`config.mk`:
```
export PLATFORM = sky130hd
export DESIGN_NAME = fp32_to_int32_iter
export DESIGN_NICKNAME = d
export VERILOG_FILES = /design/src/rtl/fp32_to_int32_iter.sv
export SDC_FILE = /design/constraint.sdc
export NUM_CORES = 1
export LEC_CHECK = 0
export ABC_AREA = 1
export BUFFER_PORTS_ARGS = -buffer_cell sky130_fd_sc_hd__buf_2
export CORE_MARGIN = 2
export CORE_UTILIZATION = 33
export CTS_BUF_LIST = sky130_fd_sc_hd__clkbuf_4
export DETAILED_ROUTE_END_ITERATION = 10
export GPL_TIMING_DRIVEN = 1
export SLEW_MARGIN = 20
export SYNTH_ARGS = -nofsm -noshare
export SYNTH_HDL_FRONTEND = slang
export SYNTH_SLANG_ARGS = --single-unit
```
`constraint.sdc`:
```
create_clock -name clk -period 4.29 [get_ports clk]
set_input_delay 0.858 -clock clk [delete_from_list [all_inputs] [get_ports clk]]
set_output_delay 0.858 -clock clk [all_outputs]
set_load 0.03 [all_outputs]
```
`src/rtl/fp32_to_int32_iter.sv`:
```
// rtl/fp32_to_int32_iter.sv - iterative FP32 to signed int32 converter, round-to-nearest-even
module fp32_to_int32_iter #(
    parameter int SHIFT_PER_CYCLE = 1
) (
    input  logic        clk,
    input  logic        rst,
    input  logic        in_valid,
    output logic        in_ready,
    input  logic [31:0] in_data,
    output logic        out_valid,
    input  logic        out_ready,
    output logic [31:0] out_data,
    output logic [2:0]  out_flags
);

    typedef enum logic [1:0] {IDLE, SHIFT, ROUND, DONE} state_t;

    state_t      state_q, state_d;
    logic        sign_q;
    logic        bypass_q;
    logic [31:0] byp_data_q;
    logic [2:0]  byp_flags_q;
    logic [25:0] work_q;
    logic [4:0]  rem_q;
    logic [31:0] out_data_q;
    logic [2:0]  out_flags_q;

    logic [7:0]  exp_w;
    logic [22:0] frac_w;
    logic [23:0] mant_w;
    logic [7:0]  rdist_w;
    logic [4:0]  n_w;
    logic [2:0]  lsh_amt_w;
    logic        byp_w;
    logic [31:0] lsh_mag_w;
    logic [31:0] byp_data_w;
    logic [2:0]  byp_flags_w;
    logic [25:0] shifted_w;
    logic [4:0]  rem_next_w;
    logic        round_up_w;
    logic [31:0] mag_w;
    logic [31:0] round_data_w;
    logic [2:0]  round_flags_w;

    assign exp_w     = in_data[30:23];
    assign frac_w    = in_data[22:0];
    assign mant_w    = {exp_w != 8'd0, frac_w};
    assign rdist_w   = 8'd150 - exp_w;
    assign n_w       = (rdist_w > 8'd26) ? 5'd26 : rdist_w[4:0];
    // 150 = 6 mod 8, so the low bits of E-150 only need E[2:0]
    assign lsh_amt_w = exp_w[2:0] - 3'd6;
    assign byp_w     = exp_w >= 8'd150;
    assign lsh_mag_w = {8'd0, mant_w} << lsh_amt_w;

    always_comb begin
        byp_data_w  = '0;
        byp_flags_w = '0;
        if (exp_w == 8'hFF) begin
            byp_flags_w = 3'b100;
            byp_data_w  = ((frac_w != 23'd0) || in_data[31]) ? 32'h8000_0000 : 32'h7FFF_FFFF;
        end else if (in_data == 32'hCF00_0000) begin
            byp_data_w  = 32'h8000_0000;
        end else if (exp_w >= 8'd158) begin
            byp_flags_w = 3'b010;
            byp_data_w  = in_data[31] ? 32'h8000_0000 : 32'h7FFF_FFFF;
        end else begin
            byp_data_w  = in_data[31] ? (~lsh_mag_w + 32'd1) : lsh_mag_w;
        end
    end

    // Working register is {mag[23:0], guard, sticky}; each step folds guard into sticky
    always_comb begin
        shifted_w  = work_q;
        rem_next_w = rem_q;
        for (int i = 0; i < SHIFT_PER_CYCLE; i++) begin
            if (rem_next_w != 5'd0) begin
                shifted_w  = {1'b0, shifted_w[25:2], shifted_w[1] | shifted_w[0]};
                rem_next_w = rem_next_w - 5'd1;
            end
        end
    end

    assign round_up_w = work_q[1] & (work_q[0] | work_q[2]);
    assign mag_w      = {8'd0, work_q[25:2]} + {31'd0, round_up_w};

    always_comb begin
        round_data_w  = bypass_q ? byp_data_q : (sign_q ? (~mag_w + 32'd1) : mag_w);
        round_flags_w = bypass_q ? byp_flags_q : {2'b00, work_q[1] | work_q[0]};
    end

    always_ff @(posedge clk or posedge rst) begin
        if (rst) begin
            state_q     <= IDLE;
            sign_q      <= 1'b0;
            bypass_q    <= 1'b0;
            byp_data_q  <= '0;
            byp_flags_q <= '0;
            work_q      <= '0;
            rem_q       <= '0;
            out_data_q  <= '0;
            out_flags_q <= '0;
        end else begin
            state_q <= state_d;
            if (state_q == IDLE && in_valid) begin
                sign_q      <= in_data[31];
                bypass_q    <= byp_w;
                byp_data_q  <= byp_data_w;
                byp_flags_q <= byp_flags_w;
                work_q      <= {mant_w, 2'b00};
                rem_q       <= byp_w ? 5'd0 : n_w;
            end else if (state_q == SHIFT) begin
                work_q <= shifted_w;
                rem_q  <= rem_next_w;
            end
            if (state_q == ROUND) begin
                out_data_q  <= round_data_w;
                out_flags_q <= round_flags_w;
            end
        end
    end

    always_comb begin
        state_d = state_q;
        case (state_q)
            IDLE:    if (in_valid) state_d = byp_w ? ROUND : SHIFT;
            SHIFT:   if (rem_next_w == 5'd0) state_d = ROUND;
            ROUND:   state_d = DONE;
            DONE:    if (out_ready) state_d = IDLE;
            default: state_d = IDLE;
        endcase
    end

    always_comb begin
        in_ready  = (state_q == IDLE) & ~rst;
        out_valid = (state_q == DONE);
        out_data  = out_data_q;
        out_flags = out_flags_q;
    end

endmodule

```
# == Yosys cells after proc, flatten, opt, wreduce, memory -nomap -nowiden ==
# Index checks and enable logic that the tools add are counted.
# totals
mem_count,0
ram_bits,0
word_cells,70
output_inout_bits,37
ff_bits,105
latchBits,0
inputBits,36
rom_bits,0
# classes
bitwise,7
n_reduce_logical,11
n_div,0
n_addsub,6
mux,25
n_eq_ne,8
n_lt_le_gt_ge,3
n_shift,1
multipliers,0
# op_table
operator,n
32-bit 2-to-1 mux,8
26-bit 2-to-1 mux,3
32-bit by 1-bit adder with 32-bit output (second input constant),2
32-bit == test (second input constant),1
25-bit NOT with 32-bit output,1
32-bit NOT,1
24-bit by 3-bit left shift with 32-bit output,1
24-bit by 1-bit adder with 25-bit output,1
5-bit 2-to-1 mux,5
23-bit nonzero test,1
8-bit >= comparator (second input constant),2
2-bit 2-to-1 mux,6
8-bit == test (second input constant),1
8-bit by 5-bit > comparator with 1-bit output (second input constant),1
2-bit one-hot mux with 4 select lines,1
8-bit nonzero test,1
8-bit subtractor (first input constant),1
3-bit 2-to-1 mux,2
5-bit logical NOT,1
5-bit nonzero test,1
5-bit by 1-bit subtractor with 5-bit output (second input constant),1
2-bit == test (second input constant),2
2-bit by 1-bit inequality test with 1-bit output (second input constant),2
2-bit nonzero test,2
other kinds (11),13

# == Logic depth before layout (Yosys ltp) ==
# depth
ltp_word,8
depth_mapped,20
depth_no_buf,20

# == Worst setup path after synthesis ==
# No wires, ideal clock.
# synth_path
kind,input-to-reg
from,input in_data[24]
to,register byp_data_q[25]
path_buffers,2
setup_ns,0.133
arrival_time_ns,2.653
path_stages,17
slack_ns,1.505
path_cell_list,inv_1 > buf_2 > buf_4 > ha_1 > nand2_1 > nor2_1 > nand2_1 > nand2_1 > nand2_1 > o21ai_0 > nand2_1 > o21ai_0 > nand2_1 > nand2_1 > nand3_1 > nand2_1 > a21oi_1
# synth_via
elab_chain_cells,8
word_cells_on_any_way,12
classes_between,2 x add/sub; 1 x order compare; 2 x eq/ne; 1 x shift; 4 x mux; 1 x bitwise; 1 x reduce/logical
# synth_lines
item,line,source
"start, declared",9,"input logic [31:0] in_data,"
3-bit subtractor / 8-bit nonzero test (equally long branches),"51, 47",
24-bit by 3-bit left shift with 32-bit output,53,"assign lsh_mag_w = {8'd0, mant_w} << lsh_amt_w;"
32-bit NOT,67,byp_data_w = in_data[31] ? (~lsh_mag_w + 32'd1) : lsh_mag_w;
32-bit by 1-bit adder with 32-bit output,67,
32-bit 2-to-1 mux,67,
32-bit 2-to-1 mux,63,end else if (exp_w >= 8'd158) begin
32-bit 2-to-1 mux,61,end else if (in_data == 32'hCF00_0000) begin
32-bit 2-to-1 mux (*),58,if (exp_w == 8'hFF) begin
"end signal, assigned",107,byp_data_q <= byp_data_w;
"end, declared",21,logic [31:0] byp_data_q;
# Every way passes the cells marked *; elsewhere a longest branch is shown, timed or not.
# A chain may end at the register's enable or synchronous reset.

# == Worst setup path after layout ==
# layout_path
from,register work_q[2]
to,"register out_data_q[28], in the netlist out_data[28]"
# layout_via
elab_chain_cells,7
# layout_lines
item,line,source
"start, declared",23,logic [25:0] work_q;
"start signal, assigned",109,"work_q <= {mant_w, 2'b00};"
"start signal, assigned",112,work_q <= shifted_w;
1-bit bitwise OR,83,assign round_up_w = work_q[1] & (work_q[0] | work_q[2]);
1-bit AND,83,
24-bit by 1-bit adder with 25-bit output (*),84,"assign mag_w = {8'd0, work_q[25:2]} + {31'd0, round_up_w};"
25-bit NOT with 32-bit output (*),87,round_data_w = bypass_q ? byp_data_q : (sign_q ? (~mag_w + 32'd1) : mag_w);
32-bit by 1-bit adder with 32-bit output (*),87,
32-bit 2-to-1 mux (*) (2 in series),87,
"end signal, assigned",116,out_data_q <= round_data_w;
"end, declared",25,logic [31:0] out_data_q;
# Marks and branches as above.

==> run metrics <==
filler instances=roughly 2.8k; Synth warnings=0; pin count of the biggest net entering global routing=63; final estimated routing congestion in global placement=0.9430; power per cell area=590.9 mW/mm^2; router iterations before antenna repair=6; All-Layer GR Usage=0.2209; setup repair after global routing missed its margin=false; Critical Path Start Type=flip-flop; combined area of the multi-input logic cells=0.005205 mm^2; data arrival time of the worst path=approximately 3600 ps; Critical Path RT=4730 ps; share of power burned in combinational logic=0.575; GRT overflow=0; Final Max Slew Viols=0; number of buffers added for setup after CTS=0; vias=9279; Leak Pwr=4.681 nW; critical path class=reg2reg; number of antenna violations at the first check in global routing=1; switching fraction of total power=0.5378; via count of the first global-routing pass=8641; Storage cell area=0.002603 mm^2; fraction of registers with async set or reset after synthesis=1.000; library cell with the largest summed area after synthesis=dfrtp_1; portion of total power attributed to the clock network=0.099; CTS tree=done; utilization after layout=0.3646; Finished Layout Cells=1761; IR drop worst, VDD=0.3325 mV; core area=between 0.02 and 0.03 mm^2; number of placed instances, taps included=1744; number of max-cap violations=0; starting density of the core=0.3332; net switching power figure=2.994 mW; DRC violations left=0; slew margin rel.=0.4428; Die Outline Area=0.02739 mm^2; Seq pwr share=0.327; row count=59; number of H-tree levels=3; top cells by area, synth=dfrtp_1, nand2_1, nand3_1; CTS clk-pin slew, worst paths=200 ps; overall die width=approximately 170 um; count of cells resized by post-cts repair=0; ratio of cells with drive above 1 in the final layout=0.1039; portion of the post-synthesis area used by sequential elements=0.3023; post-synthesis area per instance=just over 6 um^2; wire length of the first global-routing pass=46730 um; endpoint class of the critical path=flip-flop; upper clock frequency limit=roughly 0.31 GHz; number of distinct library cells after synthesis=43; insertion delay to the later sink of the worst-skew pair=530 ps; maximum clock skew at final layout=26.06 ps; total number of nets in the final design=1472; final count of negative-setup-slack endpoints=0; Vias per Instance=5.269; Tot Pwr=5.567 mW; status=complete, no violations; fraction of the cycle the final worst path needs=0.7402; final hold slack=438.8 ps; leading register cell type out of synthesis=dfrtp_1; CTS Root Cell=clkbuf_4; number of primary I/O pins=73; count of input and output buffers=roughly 70; post-detail-place hpwl=22880 um; sink count of the clock tree=approximately 100; total standard cell area after synthesis=0.008608 mm^2; number of buffers inserted for hold repair after clock tree synthesis=0; final setup TNS=0 ps; Cells after Synth=1381; Hold Vio Cnt, Final=0; minimum clock period after layout=3176 ps; Synth Net Count=~1.4k; class of the worst hold path=in2async; largest driver fanout on the critical path=7; number of enable-type register cells in the synthesized netlist=0; Die H=approximately 170 um; CTS buffer count=9; routed wire length=29250 um; DRC marker count from the first detailed-route iteration=approximately 980; Least-Margin Pin Slew=827.0 ps; Synth Register Bits=104; Area Growth Syn to Fin=9.448%; internal cell power=between 2 and 3 mW; Synth top area share=0.3023; wire length per cell after detailed routing=16.61 um; post-route ant nets=0; number of buffers on the longest clock path=2
## cells in the mapped netlist, types with 3 or more instances
cell type / count
a21oi_1: 63
a22oi_1: 14
a31oi_1: 5
buf_1: 8
buf_2: 12
buf_4: 5
clkbuf_1: 38
dfrtp_1: 104
ha_1: 16
inv_1: 134
inv_2: 3
nand2_1: 450
nand2_2: 6
nand3_1: 185
nand3_2: 4
nand3b_1: 4
nand4_1: 20
nor2_1: 121
nor2_2: 6
nor2_4: 4
nor3_1: 13
nor3_2: 3
nor3_4: 3
nor4_1: 3
o211ai_1: 28
o21ai_0: 80
o21ai_1: 6
o21bai_1: 4
o221ai_1: 9
xor2_1: 12
## layer usage
metal  wire length [um]  track usage  part of all wire
met1              13570       0.3070              0.46
met2              12930       0.3476              0.44
met3               1471      0.01973             0.050
met4               1282       0.1015             0.044
met5                  0            0                 0
## worst max-delay path, stage by stage, from the launching register on
cell and delay [ps]:
dfrtp_1 420, inv_1 70, a21oi_1 130, ha_1 330, ha_1 260, nand3_2 130, nor2_4 160, nand2_2 110
nor2_4 150, nand2_1 80, xor2_1 440, nand2_1 150, nor2_1 190, nand3_2 140, o21ai_2 260, a21oi_1 100
## state kept, by name, summed over array words and instances, names as in the netlist, 2 cells and up
register / count
state_q: 2
out_data: 32
work_q: 26
byp_flags_q: 2
byp_data_q: 32
rem_q: 5
out_flags: 3
## final timing paths
path | to | start | slack [ps] | depth (start not counted)
max | out_data[28]$_DFFE_PP0P_ | work_q[2]$_DFFE_PP0P_ | 1110 | 15
min | rem_q[3]$_DFFE_PP0P_ | rst | 440 | 2
max reg2reg | out_data[28]$_DFFE_PP0P_ | work_q[2]$_DFFE_PP0P_ | 1110 | 15
min reg2reg | out_flags[0]$_DFFE_PP0P_ | out_flags[0]$_DFFE_PP0P_ | 510 | 2
max in group asynchronous | byp_data_q[13]$_DFFE_PP0P_ | rst | 3010 | 3
min in group clk | out_flags[0]$_DFFE_PP0P_ | out_flags[0]$_DFFE_PP0P_ | 510 | 2
## placed cells by master, fill, tap and decap left out, drive strengths merged
cell type / synthesis / routed
nand2: 456 / 456
nand3: 189 / 189
inv: 137 / 140
nor2: 131 / 131
dfrtp: 104 / 104
buf: 27 / 93
o21ai: 88 / 88
a21oi: 63 / 63
o211ai: 28 / 28
nand4: 20 / 20
nor3: 19 / 19
ha: 16 / 16
a22oi: 14 / 14
xor2: 14 / 14
o221ai: 9 / 9
clkbuf: 38 / 9
a31oi: 6 / 6
clkinv: 1 / 5
o21bai: 4 / 4
nand3b: 4 / 4
nor4: 3 / 3
or2: 2 / 2
nor3b: 2 / 2
diode: 0 / 1
maj3: 1 / 1
o22ai: 1 / 1
o21a: 1 / 1
a221oi: 1 / 1
a22o: 1 / 1
mux2i: 1 / 1
## final cells by class
type | count | area share
diodes | 1 | 0.0002656
clock buffers | 9 | 0.007171
clock inverters | 7 | 0.009163
inverters | 138 | 0.05525
multi-input cells | 1074 | 0.5525
flip-flops and latches | 104 | 0.2762
well taps | 335 | 0.04449
repair buffers | 93 | 0.05498
## stage by stage
step           cell area, um^2  setup WS [ps]
5_1_grt                   9422          743.1
3_3_place_gp              9265          697.9
4_1_cts                   9419           1148
3_5_place_dp              9265          700.8
6_report                  9422           1114
2_1_floorplan             8608          699.8
## cells by family (layout without fill, tap and decap cells)
logic type | Yosys count | after routing | share of synthesized area
AND/OR/NAND/NOR | 826 | 826 | 0.4153
adder cells (fa/ha/maj) | 17 | 17 | 0.02442
other | 0 | 1 | 0
AO/OA/AOI/OAI | 216 | 216 | 0.1467
XOR/XNOR | 14 | 14 | 0.01599
flip-flops | 104 | 104 | 0.3023
buffers and inverters | 203 | 247 | 0.09419
multiplexers | 1 | 1 | 0.001163
## power groups by stage
stage               Sequential, mW  Clock, mW  Combinational (mW)
finish                        1.82      0.550                3.20
global route                  1.88      0.605                3.62
CTS                           1.82      0.568                3.19
detailed placement            1.84          0                3.18
global placement              1.83          0                3.14
floorplan                     2.03          0                2.08
No activity file was read; power rests on OpenSTA's default activity.
